`config.mk`:
```
export PLATFORM = sky130hd
export DESIGN_NAME = rpn_sequencer
export DESIGN_NICKNAME = d
export VERILOG_FILES = /design/src/rtl/rpn_sequencer.sv
export SDC_FILE = /design/constraint.sdc
export NUM_CORES = 1
export LEC_CHECK = 0
export ABC_CLOCK_PERIOD_IN_PS = 4350
export CORE_ASPECT_RATIO = 1.1
export CORE_UTILIZATION = 40
export CTS_BUF_LIST = sky130_fd_sc_hd__clkbuf_8
export CTS_CLUSTER_DIAMETER = 200
export DETAILED_ROUTE_END_ITERATION = 7
export SLEW_MARGIN = 5
export SYNTH_ARGS = -nofsm -noshare
export SYNTH_HDL_FRONTEND = slang
export SYNTH_SLANG_ARGS = --single-unit
```
`constraint.sdc`:
```
create_clock -name clk -period 4.35 [get_ports clk]
set_clock_uncertainty 0.05 [all_clocks]
set_input_delay 0.6525 -clock clk [delete_from_list [all_inputs] [get_ports clk]]
set_output_delay 0.6525 -clock clk [all_outputs]
set_load 0.02 [all_outputs]
```
`src/rtl/rpn_sequencer.sv`:
```
// RPN program sequencer: runs a small stored program on the stack calculator.
// Ports: clk/nrst, prog_we/prog_addr/prog_data (program load), start, status
// (busy/done/error/err_code/result/pc), calc_* control outputs, calc_out/calc_cnt in.
module rpn_sequencer #(
  parameter int PROG_AW  = 6,
  parameter int CALC_MAX = 1023
) (
  input  logic               clk,
  input  logic               nrst,
  input  logic               prog_we,
  input  logic [PROG_AW-1:0] prog_addr,
  input  logic [17:0]        prog_data,
  input  logic               start,
  output logic               busy,
  output logic               done,
  output logic               error,
  output logic [1:0]         err_code,
  output logic [15:0]        result,
  output logic [PROG_AW-1:0] pc,
  output logic               calc_nrst,
  output logic               calc_step,
  output logic               calc_push,
  output logic [1:0]         calc_op,
  output logic [15:0]        calc_d,
  input  logic [15:0]        calc_out,
  input  logic [9:0]         calc_cnt
);

  typedef enum logic [3:0] {
    IDLE, CLR_SETUP, CLR_STROBE, CLR_HOLD,
    SETUP, STROBE, HOLD, DONE, ERR
  } state_t;

  localparam logic [PROG_AW-1:0] PC_LAST = '1;
  localparam logic [9:0]         CMAX    = 10'(CALC_MAX);

  state_t state, state_n;

  logic [PROG_AW-1:0] pc_n;
  logic               busy_n, done_n, error_n;
  logic [1:0]         code_n;
  logic [15:0]        result_n;

  logic [17:0] imem [0:(1<<PROG_AW)-1];
  logic [17:0] instr;
  logic        is_push, is_alu, is_halt, is_ill;
  logic        cnt_low, cnt_full;

  // Program memory: no reset, writes locked out during a run
  always_ff @(posedge clk) begin
    if (prog_we && !busy)
      imem[prog_addr] <= prog_data;
  end

  assign instr   = imem[pc];
  assign is_push = instr[17:16] == 2'b00;
  assign is_alu  = instr[17:16] == 2'b01;
  assign is_halt = instr[17:16] == 2'b10;
  assign is_ill  = instr[17:16] == 2'b11;
  assign cnt_low  = calc_cnt < 10'd2;
  assign cnt_full = calc_cnt >= CMAX;

  always_ff @(posedge clk) begin
    if (!nrst) begin
      state    <= IDLE;
      pc       <= '0;
      busy     <= 1'b0;
      done     <= 1'b0;
      error    <= 1'b0;
      err_code <= 2'd0;
      result   <= 16'd0;
    end else begin
      state    <= state_n;
      pc       <= pc_n;
      busy     <= busy_n;
      done     <= done_n;
      error    <= error_n;
      err_code <= code_n;
      result   <= result_n;
    end
  end

  always_comb begin
    state_n   = state;
    pc_n      = pc;
    busy_n    = busy;
    done_n    = done;
    error_n   = error;
    code_n    = err_code;
    result_n  = result;
    calc_nrst = 1'b1;
    calc_step = 1'b0;
    calc_push = 1'b0;
    calc_op   = 2'd0;
    calc_d    = 16'd0;

    // Instruction fields stay on the bus from SETUP through HOLD
    if (state == SETUP || state == STROBE || state == HOLD) begin
      calc_push = is_push;
      calc_d    = is_push ? instr[15:0] : 16'd0;
      calc_op   = is_alu ? instr[1:0] : 2'd0;
    end

    unique case (state)
      IDLE, DONE, ERR: begin
        if (start) begin
          pc_n    = '0;
          done_n  = 1'b0;
          error_n = 1'b0;
          busy_n  = 1'b1;
          state_n = CLR_SETUP;
        end
      end
      CLR_SETUP: begin
        calc_nrst = 1'b0;
        state_n   = CLR_STROBE;
      end
      CLR_STROBE: begin
        calc_nrst = 1'b0;
        calc_step = 1'b1;
        state_n   = CLR_HOLD;
      end
      CLR_HOLD: begin
        calc_nrst = 1'b0;
        state_n   = SETUP;
      end
      SETUP: begin
        if (is_ill) begin
          code_n  = 2'd0;
          error_n = 1'b1;
          busy_n  = 1'b0;
          state_n = ERR;
        end else if (is_alu && instr[1] && cnt_low) begin
          code_n  = 2'd1;
          error_n = 1'b1;
          busy_n  = 1'b0;
          state_n = ERR;
        end else if (is_push && cnt_full) begin
          code_n  = 2'd2;
          error_n = 1'b1;
          busy_n  = 1'b0;
          state_n = ERR;
        end else if (is_halt) begin
          result_n = calc_out;
          done_n   = 1'b1;
          busy_n   = 1'b0;
          state_n  = DONE;
        end else begin
          state_n = STROBE;
        end
      end
      STROBE: begin
        calc_step = 1'b1;
        state_n   = HOLD;
      end
      HOLD: begin
        if (pc == PC_LAST) begin
          code_n  = 2'd3;
          error_n = 1'b1;
          busy_n  = 1'b0;
          state_n = ERR;
        end else begin
          pc_n    = pc + 1'b1;
          state_n = SETUP;
        end
      end
      default: state_n = IDLE;
    endcase
  end

endmodule

```
==> impl_table.tex, run 1 <==
\begin{tabular}{lr}
\hline
Metric & Value \\
\hline
\multicolumn{2}{l}{\textbf{Outcome}} \\
\quad Status & complete, but fails checks \\
\quad Failing checks & setup timing \\
\multicolumn{2}{l}{\textbf{Placement}} \\
\quad Weighted congestion at the end of routability-driven global placement & 0.831 \\
\quad DPL Wire Length & 70200 um \\
\quad Number of buffers inserted by port buffering & 101 \\
\quad Placed insts & 3664 \\
\quad Placed standard-cell area & 49700 um2 \\
\quad Minimum setup slack after placement & 0.0688 ns \\
\multicolumn{2}{l}{\textbf{Finish}} \\
\quad Most common cell after layout, fill and taps aside & edfxtp\_1 \\
\quad Fill cell total of the finished layout & 9312 \\
\quad Area growth from synthesis to layout & 18.3\% \\
\quad Commonest non-fill, non-tap cells in the layout & edfxtp\_1, mux4\_2, clkbuf\_8, buf\_4, nor2\_2 \\
\quad Finished Core Util & 47.6\% \\
\quad Fraction of final layout cells sized beyond drive strength 1 & 36.9\% \\
\quad Sequential standard cell area & 35400 um2 \\
\quad Area taken by multi-input logic gates & 10400 um2 \\
\quad Final cell area excluding filler cells & 54400 um2 \\
\quad Final Instance Count excl. Fillers & 4062 \\
\quad Total Nets Final & 2444 \\
\multicolumn{2}{l}{\textbf{Worst hold path}} \\
\quad Worst hold path stage count & 1 \\
\quad HP Start & prog\_data[9] \\
\quad Endpoint of the worst hold path & imem[36][9]\$\_DFFE\_PP\_ \\
\quad Path type of the worst min-delay path & in -> reg \\
\multicolumn{2}{l}{\textbf{Yosys}} \\
\quad \#FFs+latches synth & 1189 \\
\quad Post-synth design cell area & 46000 um2 \\
\quad Synth cell types & 61 \\
\quad Share of synthesized registers carrying an async set or reset & 0\% \\
\quad Total number of yosys warnings & 0 \\
\quad Number of instances in the synthesized netlist & 2020 \\
\quad Seq/Total Area, Yosys & 76.8\% \\
\quad Synthesized netlist net count & 2075 \\
\quad Primary FF master, synth & edfxtp\_1 \\
\quad Synthesized area per cell & 22.8 um2 \\
\quad Count of flip-flops with a built-in enable after synthesis & 1152 \\
\multicolumn{2}{l}{\textbf{STA}} \\
\quad Worst hold slack after final layout & 0.132 ns \\
\quad Max\_slew headroom & 13.5\% \\
\quad Maximum achievable frequency & 227 MHz \\
\quad Final count of pins violating max slew & 0 \\
\quad Shortest clock period the worst path allows after layout & 4.40 ns \\
\quad Crit path setup slack, layout & -0.0493 ns \\
\quad Final setup violation count & 10 \\
\quad Period Utilization, post-route & 101\% \\
\quad Setup repair after global routing missed its margin & true \\
\quad Worst-Margin Slew & 1.30 ns \\
\quad Total count of hold-check failures in the final report & 0 \\
\multicolumn{2}{l}{\textbf{GRT}} \\
\quad Aggregate global-route resource usage & 20.9\% \\
\quad Number of antenna violations at the first check in global routing & 9 \\
\quad Wire length of the first global-routing pass & 172000 um \\
\quad Vias in the first global route & 23700 \\
\quad Overflow left after global routing & 0 \\
\quad Pin count of the biggest net entering global routing & 65 \\
\multicolumn{2}{l}{\textbf{Route}} \\
\quad Vias after detailed routing & 23100 \\
\quad Post-detailed-route via-to-cell ratio & 5.69 \\
\quad Violation count after the first detailed-routing iteration & 2418 \\
\quad Total length of routed wires & 120000 um \\
\quad Wire per inst & 29.7 um \\
\quad Detailed Routing Iterations Pass 1 & 6 \\
\quad Remaining antenna violation count & 0 \\
\quad \# DRC & 0 \\
\multicolumn{2}{l}{\textbf{Power and ir drop}} \\
\quad IR Drop Worst-Case VDD & 0.264 mV \\
\quad Static leakage & 16.8 nW \\
\quad Cell area power density & 431 nW/um2 \\
\multicolumn{2}{l}{\textbf{Die}} \\
\quad Die footprint & 116000 um2 \\
\quad Number of core rows & 130 \\
\quad Y dimension of the die & 358 um \\
\quad I/O pin count & 102 \\
\quad Die extent in x & 325 um \\
\quad Effective utilization at floorplan & 40.3\% \\
\quad Core ar. & 114000 um2 \\
\multicolumn{2}{l}{\textbf{Clocking}} \\
\quad Max Root-Sink Buffers & 3 \\
\quad Cell at the root of the clock tree & clkbuf\_8 \\
\quad CTS H-tree depth & 4 \\
\quad CTS clk-pin slew, worst paths & 0.06 ns \\
\quad Total clock buffers created by CTS & 187 \\
\quad Clock insertion delay at the later pin of the skew report & 0.83 ns \\
\quad Clk sink count & 1189 \\
\quad TritonCTS clock tree & done \\
\multicolumn{2}{l}{\textbf{Setup path}} \\
\quad Startpoint kind of the worst setup timing path & flop \\
\quad Sort of element at the end of the critical path & output port \\
\quad Critical-path maximum fanout & 8 \\
\quad Worst setup path class & reg -> out \\
\quad R2R Path End & err\_code[0]\$\_SDFFE\_PN0P\_ \\
\quad Number of cells traversed by the worst register-to-register path & 9 \\
\quad Flop2flop setup slack & 0.83 ns \\
\quad Arrival time of data at the critical path endpoint & 3.70 ns \\
\quad Required time of the critical path & 3.65 ns \\
\multicolumn{2}{l}{\textbf{Job}} \\
\quad Max-cap violations & 0 \\
\hline
\end{tabular}
==> sequential cells by signal, summed over array words and instances (netlist names), named ones only <==
signal    flops
result       16
error         1
done          1
busy          1
imem       1152
pc            6
err_code      2
state         4
==> cells by family after synthesis <==
family / share of synthesized area, %
AO/OA/AOI/OAI: 1.36
buffers and inverters: 1.38
adder cells (fa/ha/maj): 0.0272
multiplexers: 17.9
flip-flops: 76.8
XOR/XNOR: 0.114
AND/OR/NAND/NOR: 2.42
==> worst max path at each step <==
stage / slack (ns) / from / end
floorplan: 0.69 / flop / calc_d[10]
global placement: 0.07 / flop / calc_op[0]
detailed placement: 0.07 / flop / calc_op[0]
CTS: -0.16 / flop / calc_d[12]
global route: -0.13 / flop / calc_d[13]
finish: -0.05 / flop / calc_d[12]
==> power by group <==
part / total, W / leakage (nW) / switching [W] / internal [W]
Clock: 0.00862 / 1.92 / 0.00433 / 0.00430
Combinational: 0.00218 / 4.20 / 0.00103 / 0.00115
Sequential: 0.0126 / 10.7 / 0.0000340 / 0.0126
==> per-layer routing <==
layer  up-vias  routed length, um  global-route usage (%)
met5         -                 13                       0
met3       221               9830                    4.26
met4         2               3830                    7.97
li1       9379                  -                       -
met2      1090              58600                    33.6
met1     12400              48200                    28.2
==> synth_stat cells (4+ instances only) <==
cell | number | area, um2
buf_4 | 26 | 195
xor2_1 | 5 | 43.8
mux2i_1 | 9 | 90.1
nand2_1 | 38 | 143
clkbuf_1 | 53 | 199
nor2_1 | 93 | 349
o211ai_1 | 4 | 30.0
buf_6 | 5 | 56.3
o21ai_0 | 26 | 130
nand2b_1 | 5 | 31.3
mux4_2 | 353 | 7950
a21oi_1 | 31 | 155
nand3_1 | 27 | 135
a22oi_1 | 5 | 37.5
buf_2 | 9 | 45.0
a31oi_1 | 4 | 25.0
and3_1 | 4 | 25.0
nor3_1 | 11 | 55.1
edfxtp_1 | 1152 | 34600
or3_1 | 5 | 31.3
mux2_2 | 9 | 101
nor2b_1 | 23 | 144
dfxtp_1 | 37 | 741
nand4_1 | 6 | 37.5
inv_1 | 9 | 33.8
buf_1 | 13 | 48.8
==> layout make-up <==
cell class	instances	area share, %
diodes	3	0.0138
clock inverters	149	1.36
flip-flops and latches	1189	65.0
inverters	10	0.0690
well taps	1518	3.49
repair buffers	288	6.08
multi-input cells	713	19.1
clock buffers	192	4.86
==> stage by stage <==
| step | setup TNS (ns) | total power (W) |
|---|---|---|
| global placement | 0 | 0.0146 |
| global route | -1.50 | 0.0242 |
| CTS | -1.70 | 0.0236 |
| detailed placement | 0 | 0.0147 |
| finish | -0.275 | 0.0235 |
| floorplan | 0 | 0.0141 |
==> repair_timing <==
item,in CTS,in global routing
setup buffers,23,13
pin swaps,4,11
gates resized for setup,122,55
endpoints found under the setup margin,19,19
hold buffers,1,0
hold endpoints to repair,6,0
gates cloned,15,4
==> worst max-delay path, cell delays in order (launching register included) <==
cell	delay (ns)
dfxtp_4	0.37
buf_8	0.13
buf_12	0.15
buf_16	0.17
clkbuf_16	0.18
mux4_2	0.52
mux4_2	0.51
mux4_2	0.49
nor2b_2	0.18
buf_6	0.13
Power figures use the tool's default switching activity.
==> inputs of run 2 (changes only) <==
- CORE_ASPECT_RATIO: 1.1 -> 0.75
- SKIP_LAST_GASP: default -> 1
==> impl_table.tex, run 2 (synthesis gave the netlist of run 1 again) <==
\begin{tabular}{lr}
\hline
Metric & Value \\
\hline
\multicolumn{2}{l}{\textbf{Die}} \\
\quad Y dimension of the die & 296 um \\
\quad Effective utilization at floorplan & 40.4\% \\
\quad Number of core rows & 107 \\
\quad Die footprint & 116000 um2 \\
\quad Die extent in x & 394 um \\
\quad I/O pin count & 102 \\
\quad Core ar. & 114000 um2 \\
\multicolumn{2}{l}{\textbf{GRT}} \\
\quad Aggregate global-route resource usage & 21.2\% \\
\quad Pin count of the biggest net entering global routing & 65 \\
\quad Met2 track demand over resource in global routing & 31.8\% \\
\quad Global-route met1 utilization & 31.3\% \\
\quad Overflow left after global routing & 0 \\
\quad Wire length of the first global-routing pass & 174000 um \\
\quad Number of antenna violations at the first check in global routing & 6 \\
\quad Most used routing layer & met2 \\
\quad Met3 layer usage reported by global route & 4.40\% \\
\quad Vias in the first global route & 23400 \\
\multicolumn{2}{l}{\textbf{STA}} \\
\quad Shortest clock period the worst path allows after layout & 4.58 ns \\
\quad Crit path setup slack, layout & -0.233 ns \\
\quad Total count of hold-check failures in the final report & 0 \\
\quad Maximum achievable frequency & 218 MHz \\
\quad Worst hold slack after final layout & 0.212 ns \\
\quad Final setup violation count & 18 \\
\quad Setup repair after global routing missed its margin & true \\
\quad Final count of pins violating max slew & 0 \\
\quad Period Utilization, post-route & 105\% \\
\quad Worst-Margin Slew & 1.32 ns \\
\quad Max\_slew headroom & 11.8\% \\
\multicolumn{2}{l}{\textbf{Clocking}} \\
\quad CTS H-tree depth & 4 \\
\quad TritonCTS clock tree & done \\
\quad Clk sink count & 1189 \\
\quad CTS clk-pin slew, worst paths & 0.06 ns \\
\quad Cell at the root of the clock tree & clkbuf\_8 \\
\quad Clock insertion delay at the later pin of the skew report & 0.88 ns \\
\quad Max Root-Sink Buffers & 3 \\
\quad Total clock buffers created by CTS & 172 \\
\multicolumn{2}{l}{\textbf{Setup path}} \\
\quad Worst setup path class & reg -> out \\
\quad Required time of the critical path & 3.65 ns \\
\quad Critical-path maximum fanout & 7 \\
\quad Arrival time of data at the critical path endpoint & 3.88 ns \\
\quad Startpoint kind of the worst setup timing path & flop \\
\quad Sort of element at the end of the critical path & output port \\
\multicolumn{2}{l}{\textbf{Placement}} \\
\quad Minimum setup slack after placement & 0.0993 ns \\
\quad Weighted congestion at the end of routability-driven global placement & 0.826 \\
\quad DPL Wire Length & 71600 um \\
\quad Number of buffers inserted by port buffering & 101 \\
\multicolumn{2}{l}{\textbf{Finish}} \\
\quad Fraction of final layout cells sized beyond drive strength 1 & 37.2\% \\
\quad Commonest non-fill, non-tap cells in the layout & edfxtp\_1, mux4\_2, clkbuf\_8, buf\_4, inv\_1 \\
\quad Largest registers & imem (1152), result (16), pc (6) \\
\quad Finished Core Util & 47.6\% \\
\quad Area growth from synthesis to layout & 17.9\% \\
\quad Flip-flop count of the largest register after layout & 1152 \\
\quad Fill cell total of the finished layout & 9294 \\
\quad Most common cell after layout, fill and taps aside & edfxtp\_1 \\
\quad Total Nets Final & 2466 \\
\quad Top reg by flops & imem \\
\multicolumn{2}{l}{\textbf{Worst hold path}} \\
\quad Path type of the worst min-delay path & in -> reg \\
\multicolumn{2}{l}{\textbf{Route}} \\
\quad Violation count after the first detailed-routing iteration & 3175 \\
\quad Remaining antenna violation count & 0 \\
\quad \# DRC & 0 \\
\quad Vias after detailed routing & 23400 \\
\quad Detailed Routing Iterations Pass 1 & 5 \\
\quad Post-detailed-route via-to-cell ratio & 5.74 \\
\quad Wire per inst & 30.2 um \\
\quad Total length of routed wires & 123000 um \\
\multicolumn{2}{l}{\textbf{Power and ir drop}} \\
\quad IR Drop Worst-Case VDD & 0.277 mV \\
\quad Static leakage & 16.8 nW \\
\quad Cell area power density & 425 nW/um2 \\
\multicolumn{2}{l}{\textbf{Job}} \\
\quad Max-cap violations & 0 \\
\multicolumn{2}{l}{\textbf{Outcome}} \\
\quad Failing checks & setup timing \\
\quad Status & complete, but fails checks \\
\hline
\end{tabular}
[run 2: cell count changes in the layout (fill, tap and decap cells not counted), moves of 4 or more]
cell      change
inv_1        +20
buf_4        +50
clkbuf_8     -14
buf_16        -4
clkinv_1     -19
buf_6         -5
clkinv_2     -19
[run 2: final cells by class]
type | count | area [um2] | share of cell area, %
sequential | 1189 | 35400 | 65.2
multi-input combinational | 712 | 10400 | 19.2
timing repair buffer | 326 | 3470 | 6.40
clock buffer | 178 | 2450 | 4.52
tap | 1526 | 1910 | 3.52
clock inverter | 132 | 578 | 1.07
inverter | 10 | 37.5 | 0.0692
antenna | 2 | 5.00 | 0.00923
[run 2: repair_timing]
| item | in CTS | in global routing |
|---|---|---|
| gates cloned | 10 | 1 |
| setup endpoints to repair | 19 | 19 |
| buffers inserted | 33 | 35 |
| hold buffers | 0 | 0 |
| gates resized for setup | 158 | 65 |
| pin swaps | 5 | 7 |
[run 2: critical path, cell delays in order (launching register included)]
cell	delay (ns)
dfxtp_4	0.39
buf_12	0.15
buf_16	0.15
buf_12	0.15
buf_16	0.15
buf_12	0.11
mux4_2	0.48
mux4_2	0.61
mux4_2	0.51
nor2b_4	0.15
buf_6	0.12
[run 2: report_power, final]
part	internal, W	total (W)	switching, W
clock	0.00380	0.00806	0.00426
combinational	0.00123	0.00234	0.00111
sequential	0.0126	0.0127	0.0000426
total	0.0176	0.0230	0.00541
[run 2: path summary, 6_finish.rpt]
path         slack (ns)                    from  depth (start not counted)                  endpoint
max               -0.23                    flop                         10                 calc_d[9]
min                0.21           prog_data[10]                          1    imem[14][10]$_DFFE_PP_
max reg2reg        0.84                    flop                         12  err_code[0]$_SDFFE_PN0P_
min reg2reg        0.44  result[8]$_SDFFE_PN0P_                          2    result[8]$_SDFFE_PN0P_
[run 2: layer usage]
metal  share of wire, %  vias up
met5                  0        -
met4                2.2        0
met3                 10      174
met2                 45     1275
met1                 42    12500
li1                   -     9395
[run 2: per-stage QoR]
step           TNS [ns]  power [W]  std cells  area (um2)
2_1_floorplan         0     0.0141       2020       46000
3_3_place_gp          0     0.0147       3683       49800
3_5_place_dp          0     0.0147       3683       49800
4_1_cts           -4.37     0.0231       4035       53600
5_1_grt           -4.19     0.0238       4073       54200
6_report          -2.88     0.0230       4075       54200
==> RTL edit (config.mk and constraints of run 2) <==
Re-encode `state_t` (9 states) as Gray code, 4 bits wide.
--- a/src/rtl/rpn_sequencer.sv
+++ b/src/rtl/rpn_sequencer.sv
@@ -29,4 +29,4 @@
   typedef enum logic [3:0] {
-    IDLE, CLR_SETUP, CLR_STROBE, CLR_HOLD,
-    SETUP, STROBE, HOLD, DONE, ERR
+    IDLE = 4'b0000, CLR_SETUP = 4'b0001, CLR_STROBE = 4'b0011, CLR_HOLD = 4'b0010,
+    SETUP = 4'b0110, STROBE = 4'b0111, HOLD = 4'b0101, DONE = 4'b0100, ERR = 4'b1100
   } state_t;
Formal check against the unedited RTL: no difference found for any inputs over 4 cycles, from zero or initial values and one cycle with nrst low; so few cycles prove little.
==> RTL edit against run 2 <==
The flow still finishes with violations (setup timing). Wire length shrank 2.7%. Critical path type unchanged. Worst setup slack better by 14 ps. Sequential cell count unchanged. Worst hold slack better by 10 ps. Synthesized cell count fell by 3.8%. Cell area shrank 0.11%. Global-route usage fell by 0.35 points. Power down 2.3%. Synthesized area is 0.43% lower. Die area decreased by 0.43%. Largest cell class unchanged.
==> RTL edit: results <==
metrics = {
    "status": {
        "status": "complete, but fails checks",
        "violations": "setup timing",
    },
    "yosys": {
        "synthArstFlopShare_pct": 0,
        "ys_top_cells_by_area": "edfxtp_1 (76%), mux4_2 (18%), dfxtp_1 (1.6%)",
        "muxShareOfSynthArea_pct": 18.6,
        "syn-num-nets": 1998,
        "avgSynthCellArea_um2": 23.6,
        "yosysWarnings": 0,
        "synth-compound-area-share_pct": 0.656,
        "ys_types": 56,
        "synthXorXnorAreaFrac_pct": 0.115,
        "synth_edf_count": 1152,
        "synthTopCellsByCount": "edfxtp_1 (1152), mux4_2 (359), nor2_1 (99)",
        "yosys_most_used_dff": "edfxtp_1",
        "ys_seq_area_share_pct": 77.2,
        "yosys.area_share.adder_pct": 0.0273,
    },
    "worst_setup_path": {
        "critical_path_class": "reg -> out",
        "cpMaxStageDelayCell": "mux4_2",
        "worst_path_dominant_cell_family": "multiplexers",
        "critPathArrivalTime_ps": 3870,
        "cp_max_fo": 7,
        "max_stage_delay_ps": 590,
    },
    "grt": {
        "track_usage_pct": 20.9,
        "grt_pass1_wl_mm": 169,
        "grt_antenna_before_repair": 12,
        "grt_pass1_vias": 23000,
        "grt_max_degree": 65,
    },
    "cts": {
        "cts_max_level": 4,
        "cts.clk_slew.worst_paths_ps": 60,
        "cts_inserted_buffers": 175,
        "cts_root_buf": "clkbuf_8",
        "clock_latency_ps": 870,
        "clockBufferDepth": 3,
    },
    "sta": {
        "setup_viol": 19,
        "slew-limit-headroom_pct": 11.5,
        "setup_tns_ps": -3090,
        "fin_ws_ps": -219,
    },
    "routing": {
        "drt_iter0_drc": 2835,
        "post_drt_wl_per_cell_um": 29.7,
        "detail_route.first_pass.iterations": 5,
        "wirelength_mm": 120,
        "viasPerCell": 5.66,
    },
    "place": {
        "place_inst": 3625,
        "portBuffers": 101,
        "dp_hpwl_mm": 70.2,
        "gp_congestion": 0.826,
        "dp_slack_ps": 40.0,
    },
    "final_layout": {
        "reg_top3": "imem: 1152 flops, result: 16 flops, pc: 6 flops",
        "drive_above_1_share_pct": 38.0,
        "fin_nets": 2408,
        "nFillCells": 9264,
    },
    "worst_hold_path": {
        "hp-class": "in -> reg",
        "min_from": "prog_data[2]",
    },
    "pwr": {
        "worst_ir_drop_vdd_mv": 0.261,
        "leakage_nw": 16.9,
    },
}
## RTL edit: path summary, 6_finish.rpt
path,to,slack [ps],depth (start not counted)
hold reg to reg,error$_SDFFE_PN0P_,420,2
setup reg to reg,result[15]$_SDFFE_PN0P_,660,15
hold / removal,imem[25][2]$_DFFE_PP_,220,1
setup / recovery,calc_d[12],-220,10
## RTL edit: what timing repair did
action                     CTS  global route
setup buffers               43            21
resized for setup          134            56
setup endpoints to repair   19            19
gates cloned                13             3
pin swaps                    3             5
## RTL edit: routing by layer
metal	routed length [µm]	global-route usage, %	vias to the layer above	share of wire (%)
li1	-	-	9162	-
met1	51000	30.7	12300	43
met2	54900	31.0	1095	46
met3	11100	4.88	201	9.3
met4	2620	6.24	16	2.2
met5	115	0	-	0.096
## RTL edit: power breakdown
| part | internal (mW) | total (mW) | switching, mW |
|---|---|---|---|
| logic | 0.686 | 1.47 | 0.783 |
| registers | 12.6 | 12.7 | 0.0551 |
| clock network | 3.99 | 8.36 | 4.37 |
| total | 17.3 | 22.5 | 5.20 |
## RTL edit: stage by stage
| stage | utilization (%) | cell area, µm² |
|---|---|---|
| final | 47.7 | 54200 |
| after global routing | 47.7 | 54200 |
| after CTS | 47.4 | 53800 |
| after global placement | 43.8 | 49700 |
| after detailed placement | 43.8 | 49700 |
| after floorplan | - | 45800 |
## RTL edit: cell type report
| class | instances | area share, % |
|---|---|---|
| Timing Repair Buffer | 332 | 6.40 |
| Clock inverter | 149 | 1.40 |
| Clock buffer | 176 | 4.47 |
| Sequential cell | 1189 | 65.3 |
| Tap cell | 1526 | 3.53 |
| Multi-Input combinational cell | 647 | 18.9 |
| Antenna cell | 2 | 0.00924 |
| Inverter | 8 | 0.0601 |
